--- config.mk ---
export PLATFORM = sky130hd
export DESIGN_NAME = eth_phy_10g_link_ctrl
export DESIGN_NICKNAME = d
export VERILOG_FILES = /design/src/rtl/eth_phy_pkg.sv /design/src/rtl/eth_sat_counter.sv /design/src/rtl/eth_phy_10g_link_ctrl.sv
export SDC_FILE = /design/constraint.sdc
export NUM_CORES = 1
export LEC_CHECK = 0
export BUFFER_PORTS_ARGS = -buffer_cell sky130_fd_sc_hd__clkbuf_2
export CORE_MARGIN = 1.5
export CORE_UTILIZATION = 52
export DETAILED_ROUTE_END_ITERATION = 16
export PLACE_DENSITY = 0.76
export SLEW_MARGIN = 40
export SYNTH_ARGS = -nofsm -noshare
export SYNTH_HDL_FRONTEND = slang
export SYNTH_SLANG_ARGS = --single-unit
--- constraint.sdc ---
create_clock -name rx_clk -period 5.6 [get_ports rx_clk]
set_input_delay 1.12 -clock rx_clk [delete_from_list [all_inputs] [get_ports rx_clk]]
set_output_delay 1.12 -clock rx_clk [all_outputs]
set_load 0.01 [all_outputs]
--- src/rtl/eth_phy_pkg.sv ---
// Shared definitions for the 10G PHY receive-side link controller.
package eth_phy_pkg;

   localparam int LINK_STATE_W = 3;

   typedef enum logic [LINK_STATE_W-1:0] {
      LINK_IDLE         = 3'd0,
      LINK_RESET_SERDES = 3'd1,
      LINK_WAIT_LOCK    = 3'd2,
      LINK_WAIT_UP      = 3'd3,
      LINK_UP           = 3'd4
   } link_state_e;

endpackage

--- src/rtl/eth_sat_counter.sv ---
// Saturating accumulator: adds an unsigned increment each cycle, sticks at all-ones,
// and clears to zero with priority over the increment.
module eth_sat_counter #(
   parameter int WIDTH = 32,
   parameter int INC_W = 1
) (
   input  logic             clk,
   input  logic             rst,
   input  logic             clr,
   input  logic [INC_W-1:0] inc,
   output logic [WIDTH-1:0] count
);

   localparam int SW = ((WIDTH > INC_W) ? WIDTH : INC_W) + 1;

   // Widened add so any carry out of WIDTH bits is visible and forces saturation.
   function automatic logic [WIDTH-1:0] sat_add(input logic [WIDTH-1:0] a,
                                                input logic [INC_W-1:0] b);
      logic [SW-1:0] s;
      s = SW'(a) + SW'(b);
      if (|s[SW-1:WIDTH])
         return '1;
      else
         return s[WIDTH-1:0];
   endfunction

   always_ff @(posedge clk or posedge rst) begin
      if (rst)
         count <= '0;
      else if (clr)
         count <= '0;
      else
         count <= sat_add(count, inc);
   end

endmodule

--- src/rtl/eth_phy_10g_link_ctrl.sv ---
// Link bring-up/supervision FSM for the 10G PHY RX side, plus saturating
// error statistics fed by the PHY status strobes.
module eth_phy_10g_link_ctrl
   import eth_phy_pkg::*;
#(
   parameter int RST_CYCLES   = 16,
   parameter int LOCK_TIMEOUT = 1024,
   parameter int UP_DEBOUNCE  = 64,
   parameter int CNT_WIDTH    = 32
) (
   input  logic                    rx_clk,
   input  logic                    rx_rst,
   input  logic                    cfg_link_enable,
   input  logic                    stats_clear,
   input  logic                    rx_block_lock,
   input  logic                    rx_high_ber,
   input  logic                    rx_status,
   input  logic                    rx_bad_block,
   input  logic                    rx_sequence_error,
   input  logic [6:0]              rx_error_count,
   input  logic                    serdes_rx_reset_req,
   output logic                    serdes_rx_reset,
   output logic                    link_up,
   output logic [LINK_STATE_W-1:0] link_state,
   output logic [7:0]              retry_count,
   output logic [CNT_WIDTH-1:0]    link_down_count,
   output logic [CNT_WIDTH-1:0]    bad_block_count,
   output logic [CNT_WIDTH-1:0]    seq_error_count,
   output logic [CNT_WIDTH-1:0]    error_sum
);

   localparam int TMAX_A = (RST_CYCLES > LOCK_TIMEOUT) ? RST_CYCLES : LOCK_TIMEOUT;
   localparam int TMAX   = (TMAX_A > UP_DEBOUNCE) ? TMAX_A : UP_DEBOUNCE;
   localparam int TW     = $clog2(TMAX + 1);

   localparam logic [TW-1:0] RST_LAST  = TW'(RST_CYCLES - 1);
   localparam logic [TW-1:0] LOCK_LAST = TW'(LOCK_TIMEOUT - 1);
   localparam logic [TW-1:0] DEB_LAST  = TW'(UP_DEBOUNCE - 1);

   link_state_e   state_q, state_d;
   logic [TW-1:0] cnt_q, cnt_d;
   logic          healthy;
   logic          serdes_rx_reset_d;
   logic          link_up_d;
   logic          retry_inc;
   logic          retry_clr;
   logic          link_down_ev;
   logic          req_active;

   assign healthy    = rx_block_lock & rx_status & ~rx_high_ber;
   assign req_active = serdes_rx_reset_req &
                       ((state_q == LINK_WAIT_LOCK) || (state_q == LINK_WAIT_UP) ||
                        (state_q == LINK_UP));
   assign link_state = state_q;

   always_ff @(posedge rx_clk or posedge rx_rst) begin
      if (rx_rst) begin
         state_q         <= LINK_IDLE;
         cnt_q           <= '0;
         serdes_rx_reset <= 1'b1;
         link_up         <= 1'b0;
         retry_count     <= '0;
      end else begin
         state_q         <= state_d;
         cnt_q           <= cnt_d;
         serdes_rx_reset <= serdes_rx_reset_d;
         link_up         <= link_up_d;
         if (retry_clr)
            retry_count <= '0;
         else if (retry_inc && (retry_count != 8'hFF))
            retry_count <= retry_count + 8'd1;
      end
   end

   // cnt is the reset timer, lock timer or debounce count depending on state;
   // it restarts from zero on every state entry.
   always_comb begin
      state_d = state_q;
      cnt_d   = cnt_q;
      if (!cfg_link_enable) begin
         state_d = LINK_IDLE;
         cnt_d   = '0;
      end else if (req_active) begin
         state_d = LINK_RESET_SERDES;
         cnt_d   = '0;
      end else begin
         case (state_q)
            LINK_IDLE: begin
               state_d = LINK_RESET_SERDES;
               cnt_d   = '0;
            end
            LINK_RESET_SERDES: begin
               if (cnt_q == RST_LAST) begin
                  state_d = LINK_WAIT_LOCK;
                  cnt_d   = '0;
               end else begin
                  cnt_d = cnt_q + 1'b1;
               end
            end
            LINK_WAIT_LOCK: begin
               if (rx_block_lock) begin
                  state_d = LINK_WAIT_UP;
                  cnt_d   = '0;
               end else if (cnt_q == LOCK_LAST) begin
                  state_d = LINK_RESET_SERDES;
                  cnt_d   = '0;
               end else begin
                  cnt_d = cnt_q + 1'b1;
               end
            end
            LINK_WAIT_UP: begin
               if (!rx_block_lock) begin
                  state_d = LINK_WAIT_LOCK;
                  cnt_d   = '0;
               end else if (!healthy) begin
                  cnt_d = '0;
               end else if (cnt_q == DEB_LAST) begin
                  state_d = LINK_UP;
                  cnt_d   = '0;
               end else begin
                  cnt_d = cnt_q + 1'b1;
               end
            end
            LINK_UP: begin
               if (!healthy) begin
                  state_d = LINK_WAIT_LOCK;
                  cnt_d   = '0;
               end
            end
            default: begin
               state_d = LINK_IDLE;
               cnt_d   = '0;
            end
         endcase
      end
   end

   // Outputs are registered from the next state so they align with link_state.
   always_comb begin
      serdes_rx_reset_d = (state_d == LINK_IDLE) || (state_d == LINK_RESET_SERDES);
      link_up_d         = (state_d == LINK_UP);
      retry_inc         = (state_q == LINK_RESET_SERDES) && (state_d == LINK_WAIT_LOCK);
      retry_clr         = (state_q == LINK_WAIT_UP) && (state_d == LINK_UP);
      link_down_ev      = cfg_link_enable && (state_q == LINK_UP) && (state_d != LINK_UP);
   end

   eth_sat_counter #(.WIDTH(CNT_WIDTH), .INC_W(1)) u_link_down_cnt (
      .clk   (rx_clk),
      .rst   (rx_rst),
      .clr   (stats_clear),
      .inc   (link_down_ev),
      .count (link_down_count)
   );

   eth_sat_counter #(.WIDTH(CNT_WIDTH), .INC_W(1)) u_bad_block_cnt (
      .clk   (rx_clk),
      .rst   (rx_rst),
      .clr   (stats_clear),
      .inc   (rx_bad_block),
      .count (bad_block_count)
   );

   eth_sat_counter #(.WIDTH(CNT_WIDTH), .INC_W(1)) u_seq_error_cnt (
      .clk   (rx_clk),
      .rst   (rx_rst),
      .clr   (stats_clear),
      .inc   (rx_sequence_error),
      .count (seq_error_count)
   );

   eth_sat_counter #(.WIDTH(CNT_WIDTH), .INC_W(7)) u_error_sum (
      .clk   (rx_clk),
      .rst   (rx_rst),
      .clr   (stats_clear),
      .inc   (rx_error_count),
      .count (error_sum)
   );

endmodule

# == After elaboration in Yosys (flattened, before gate mapping) ==
# Index checks and enable logic that the tools add are counted.
# Widths: inputs -> output; s select.
# totals
register_bits,152
elab_cells,73
output_inout_bits,141
inputBits,17
# op_classes
n_reduce_logical,11
bitwise_logic,4
n_eq_ne,13
addsub,6
muxes,30
# op_table
operator,count
$mux 32,8
$add 32x1->33,3
$mux 11,9
$pmux 11 s4,1
$add 32x7->33,1
$mux 3,9
$mux 8,2
$pmux 3 s5,1
$add 11x1->11 const B,1
$eq 11x10->1 const B,1
$eq 11x4->1 const B,1
$eq 11x6->1 const B,1
$eq 3x2->1 const B,3
$add 8x1->8 const B,1
$ne 8x8->1 const B,1
$eq 3x1->1 const B,2
$eq 3x3->1 const B,2
$logic_not 3->1,2
$logic_and 1x1->1,5
$ne 4x4->1 const B,1
$and 1x1->1,3
$logic_or 1x1->1,3
$ne 3x3->1 const B,1
$reduce_bool 2->1,1
$not 1->1,1

# == Depth between registers and ports, before layout ==
# logic_depth
ltp_word,12
mapped_depth,10
depth_no_buf,10

# == Hierarchy ==
# A second synthesis with hierarchy kept.
# hier_totals
cells_unflattened,964
area_unflattened_um2,9086.2
# modules_own_cells
mod,area_per_inst_um2,instances,seq_area_each_um2,cells_each
eth_sat_counter (u_bad_block_cnt ...),1823.0,3,800.8,194
eth_sat_counter (u_error_sum),2100.8,1,800.8,201
eth_phy_10g_link_ctrl,1516.5,1,601.8,181

# == Worst setup path before layout ==
# Ideal clock, no wire load.
# synth_timing
path_type,input to register
start,input rx_status
end,register u_link_down_cnt.count[10]
n_path_buf,1
t_required_ns,5.522
cell_stages,10
setup_time_ns,0.078
slack_ns,2.418
t_arrival_ns,3.104
cell_sequence,and3b_1 nand3b_1 and3_1 ha_1 nand4_1 or2_2 nor3_1 nand2_1 buf_2 a21oi_1
# synth_via
elab_chain_cells,12
word_cells_on_any_way,13
classes_between,add/sub: 1; eq/ne: 1; mux: 8; bitwise: 2; reduce/logical: 1
# synth_lines
element,line,text
start: declaration,eth_phy_10g_link_ctrl.sv:17,"input logic rx_status,"
$and 1x1->1 (*) (2 in series),eth_phy_10g_link_ctrl.sv:50,assign healthy = rx_block_lock & rx_status & ~rx_high_ber;
$mux 3,eth_phy_10g_link_ctrl.sv:115,end else if (!healthy) begin
$mux 3,eth_phy_10g_link_ctrl.sv:112,if (!rx_block_lock) begin
$pmux 3 s5 (*),eth_phy_10g_link_ctrl.sv:87,case (state_q)
$mux 3 (*),eth_phy_10g_link_ctrl.sv:83,end else if (req_active) begin
$mux 3 (*),eth_phy_10g_link_ctrl.sv:80,if (!cfg_link_enable) begin
$ne 3x3->1 (*),eth_phy_10g_link_ctrl.sv:144,link_down_ev = cfg_link_enable && (state_q == LINK_UP) && (state_d != LINK_UP);
$logic_and 1x1->1 (*),eth_phy_10g_link_ctrl.sv:144,
$add 32x1->33 (*),eth_sat_counter.sv:20,s = SW'(a) + SW'(b);
$mux 32 (*),eth_sat_counter.sv:21,if (|s[SW-1:WIDTH])
$mux 32 (*),eth_sat_counter.sv:30,else if (clr)
end signal: assignment,eth_sat_counter.sv:33,"count <= sat_add(count, inc);"
end: declaration,eth_sat_counter.sv:11,output logic [WIDTH-1:0] count
# Mark *: on every way between the ends. The rest lies on a longest branch, timed or not.
# A chain may end at the register's enable or synchronous reset.

# == Final worst setup path ==
# layout_timing
start,input rx_error_count[0]
end,register u_error_sum.count[29]
# layout_via
elab_chain_cells,3
# layout_lines
element,line,text
start: declaration,eth_phy_10g_link_ctrl.sv:20,"input logic [6:0] rx_error_count,"
$add 32x7->33,eth_sat_counter.sv:20,
$mux 32,eth_sat_counter.sv:21,
$mux 32,eth_sat_counter.sv:30,
end signal: assignment,eth_sat_counter.sv:33,
end: declaration,eth_sat_counter.sv:11,
# Every way passes these cells.

==> results.md <==
* Crit path kind: in -> reg
* Post-route DRC at 0
* Largest stage delay, worst path at between 400 and 500 ps
* Max Cap Viol at 0
* TritonCTS buffer count at 17
* Primary FF master, synth: dfrtp_1
* Hold Path Class: reg -> reg
* Clock buffer depth at 2
* Power per cell area at about 270 nW/um^2
* Critical Path Start Type: input pin
* # resized after CTS at 0
* CP max stage cell: nand3_2
* Synth cell types at between 60 and 70
* Critical R2R Launch: link_state[0]$_DFF_PP0_
* Vias per cell at around 5.8
* RSZ-0062 raised after global routing: false
* Most common cell after layout, fill and taps aside: clkbuf_2
* Synth-to-Final Area Change at 19.1%
* Final clock skew at 8.67 ps
* Core area at 15100 um^2
* Cells along the critical path: clkbuf_2 -> ha_1 -> inv_1 -> fa_1 -> nand2b_1 -> a21oi_1 -> o221a_2 -> nand3_2 -> and3_1 -> a311oi_1
* H-tree level count at 4
* DIE AREA at 16100 um^2
* Worst EP arrival at 3720 ps
* Req. time, crit path at a little under 6000 ps
* Top-Level Pins at between 150 and 200
* Detailed-route via count at just under 7000
* Share of layout cells above drive strength 1 at between 20% and 30%
* Hold endpoint: cnt_q[10]$_DFFE_PP0P_
* Post-synth top area share at approximately 47%
* Initial Utilization at a little over half
* Worst slew margin at around half
* Post-synth EDFFs at 0
* Clock latency on the worst-skew pair at around 420 ps
* R2R cell count at 8
* Reg-to-reg endpoint: u_link_down_cnt.count[2]$_DFF_PP0_
* Hold Path Depth at 1
* Diode count at 0
* Number of detailed-route iterations in the first pass at 5
* Worst Max-Slew Pin Slew at approximately 780 ps
* Fin crit share at ~61%
* Placed cell area at between 8000 and 9000 um^2
* Synth top area cells: dfrtp_1 47%, xor2_1 7.5%, a21oi_1 7.3%
* R2R Setup Slk at about 2400 ps
* Post-Layout Inst Area at between 9000 and 10000 um^2
* Largest net degree at the start of global routing at approximately 110
* DR iter-0 viols at roughly 430
* Final Power at 2.60 mW
* Final setup violation count at 0
* Tightest hold margin at between 500 and 600 ps
* Syn avg cell area at ~9.6 um^2
* Yosys warns at 0
* CP Capture Type: flop
* Rows at 45
* Net count after synthesis at 862
* Post-route ant nets at 0
* CTS tree: built
* First-pass GRT wire length at 31100 um
* Vias in the first global route at about 6400
* Peak supply drop at approximately 0.00025 V
* Clock sinks at about 150
* GRT Residual Overflow at 0
* Most frequent cells in the layout: 156 x clkbuf_2, 151 x dfrtp_1, 116 x a21oi_1, 68 x xor2_1, 60 x nor2_1
* Synth Register Bits at ~150
* Leakage at 4.46 nW
* Root buf cell: clkbuf_16
* Gr usage total at roughly a quarter
* Final wirelength at about 18000 um
* Post-DP HPWL at 12400 um
* Die H at around 130 um
* Mapped Cells at roughly 830
* Initial antenna violation count at 0
* Yosys top cell by area: dfrtp_1
* Post-Syn Area at 7980 um^2
* Post-CTS setup repair buffer count at 0
* Status: finished clean
* Count of final max-slew check failures at 0
* Seq/Total Area, Yosys at a little under half
* Port bufs at about 160
* Fin nets at roughly 1000
* Number of placed cells counting well taps at 1140
* Clk slew on worst S/H paths at about 60 ps
* Routed len/inst at around 16 um
* Hold_sp: cnt_q[10]$_DFFE_PP0P_
* Routability cong. at approximately 0.96
* Crit path max fanout at 25
* Fmax at ~300 MHz
* Post-CTS Hold Fix Bufs at 0
* Min Tclk post-route at about 3400 ps
* Cell Count, Final, Fillers Out at between 1000 and 1500
* Setup TNS at 0 ps
* FFs w/ async S/R, synth at 100%
* Final hold viol count at 0
* Die Wd at roughly 130 um
## routing by layer
metal	track usage (%)	wire length (um)	up-vias
met1	32.9	8570	3311
met5	0	0	-
met4	8.49	340	0
met3	4.81	876	28
li1	-	-	3281
met2	37.1	8670	164
## synthesized netlist by cell type (4+ instances only)
| cell type | number |
|---|---|
| mux2i_1 | 5 |
| xnor2_1 | 30 |
| buf_2 | 5 |
| a21oi_1 | 116 |
| o21ai_0 | 10 |
| nand3b_1 | 4 |
| a21o_1 | 6 |
| nor2_1 | 60 |
| ha_1 | 15 |
| dfrtp_1 | 151 |
| nor3_1 | 22 |
| clkbuf_1 | 27 |
| and2_1 | 6 |
| a211oi_1 | 8 |
| o211ai_1 | 13 |
| nand4_1 | 23 |
| nand2b_1 | 8 |
| and4_1 | 10 |
| nand3_1 | 48 |
| or3_1 | 8 |
| nand2_1 | 51 |
| xor2_1 | 68 |
| inv_1 | 19 |
| and3_1 | 35 |
| a31oi_1 | 19 |
## power breakdown
| part | switching, mW | leakage [nW] | internal (mW) |
|---|---|---|---|
| clock | 0.463 | 0.294 | 0.718 |
| combinational | 0.156 | 2.06 | 0.0967 |
| sequential | 0.0358 | 2.10 | 1.13 |
| total | 0.654 | 4.46 | 1.94 |
## critical path: cells and delay by family
kind | cells | cell delay, ps
AOI/OAI and AO/OA | 3 | 840
adders and majority gates | 2 | 550
buffers and inverters | 2 | 130
and+or+nand+nor | 3 | 1070
## stage by stage
| step | worst slack (ps) | util [%] |
|---|---|---|
| 2_1_floorplan | 389 | - |
| 3_3_place_gp | 1750 | 58.8 |
| 3_5_place_dp | 1590 | 58.9 |
| 4_1_cts | 2030 | 63.0 |
| 5_1_grt | 1920 | 63.0 |
| 6_report | 2190 | 63.0 |
## cell families (layout without fill, tap and decap cells)
group,Yosys count,in the layout,share of synthesized area (%)
muxes,5,5,0.627
adders and majority gates,16,16,2.60
AOI/OAI and AO/OA,198,198,14.9
buffers and inverters,55,210,2.79
DFF,152,152,47.7
xor gates and xnor gates,98,98,10.8
and+or+nand+nor,305,305,20.7
## layout make-up
cell class | count | area (um^2)
Clock buffer | 19 | 443
Fill cell | 1280 | 5580
Clock inverter | 13 | 171
Tap cell | 188 | 235
Multi-Input combinational cell | 622 | 3970
Inverter | 19 | 83.8
Timing Repair Buffer | 159 | 803
Sequential cell | 152 | 3800
## how the worst max path moves through the flow
stage | from | endpoint | slack, ps | cells past startpoint
6_report | rx_error_count[0] | u_error_sum.count[29]$_DFF_PP0_ | 2190 | 10
5_1_grt | link_state[0]$_DFF_PP0_ | u_link_down_cnt.count[10]$_DFF_PP0_ | 1920 | 8
4_1_cts | rx_block_lock | u_link_down_cnt.count[2]$_DFF_PP0_ | 2030 | 10
3_5_place_dp | rx_block_lock | u_link_down_cnt.count[2]$_DFF_PP0_ | 1590 | 10
3_3_place_gp | rx_block_lock | u_link_down_cnt.count[0]$_DFF_PP0_ | 1750 | 10
2_1_floorplan | rx_rst | cnt_q[0]$_DFFE_PP0P_ | 390 | 1
## sequential cells by signal, summed over array words and instances (netlist names)
name                   cells
cnt_q                     11
link_state                 3
link_up                    1
retry_count                8
serdes_rx_reset            1
u_bad_block_cnt.count     32
u_error_sum.count         32
u_link_down_cnt.count     32
u_seq_error_cnt.count     32
No activity file was read; power rests on OpenSTA's default activity.
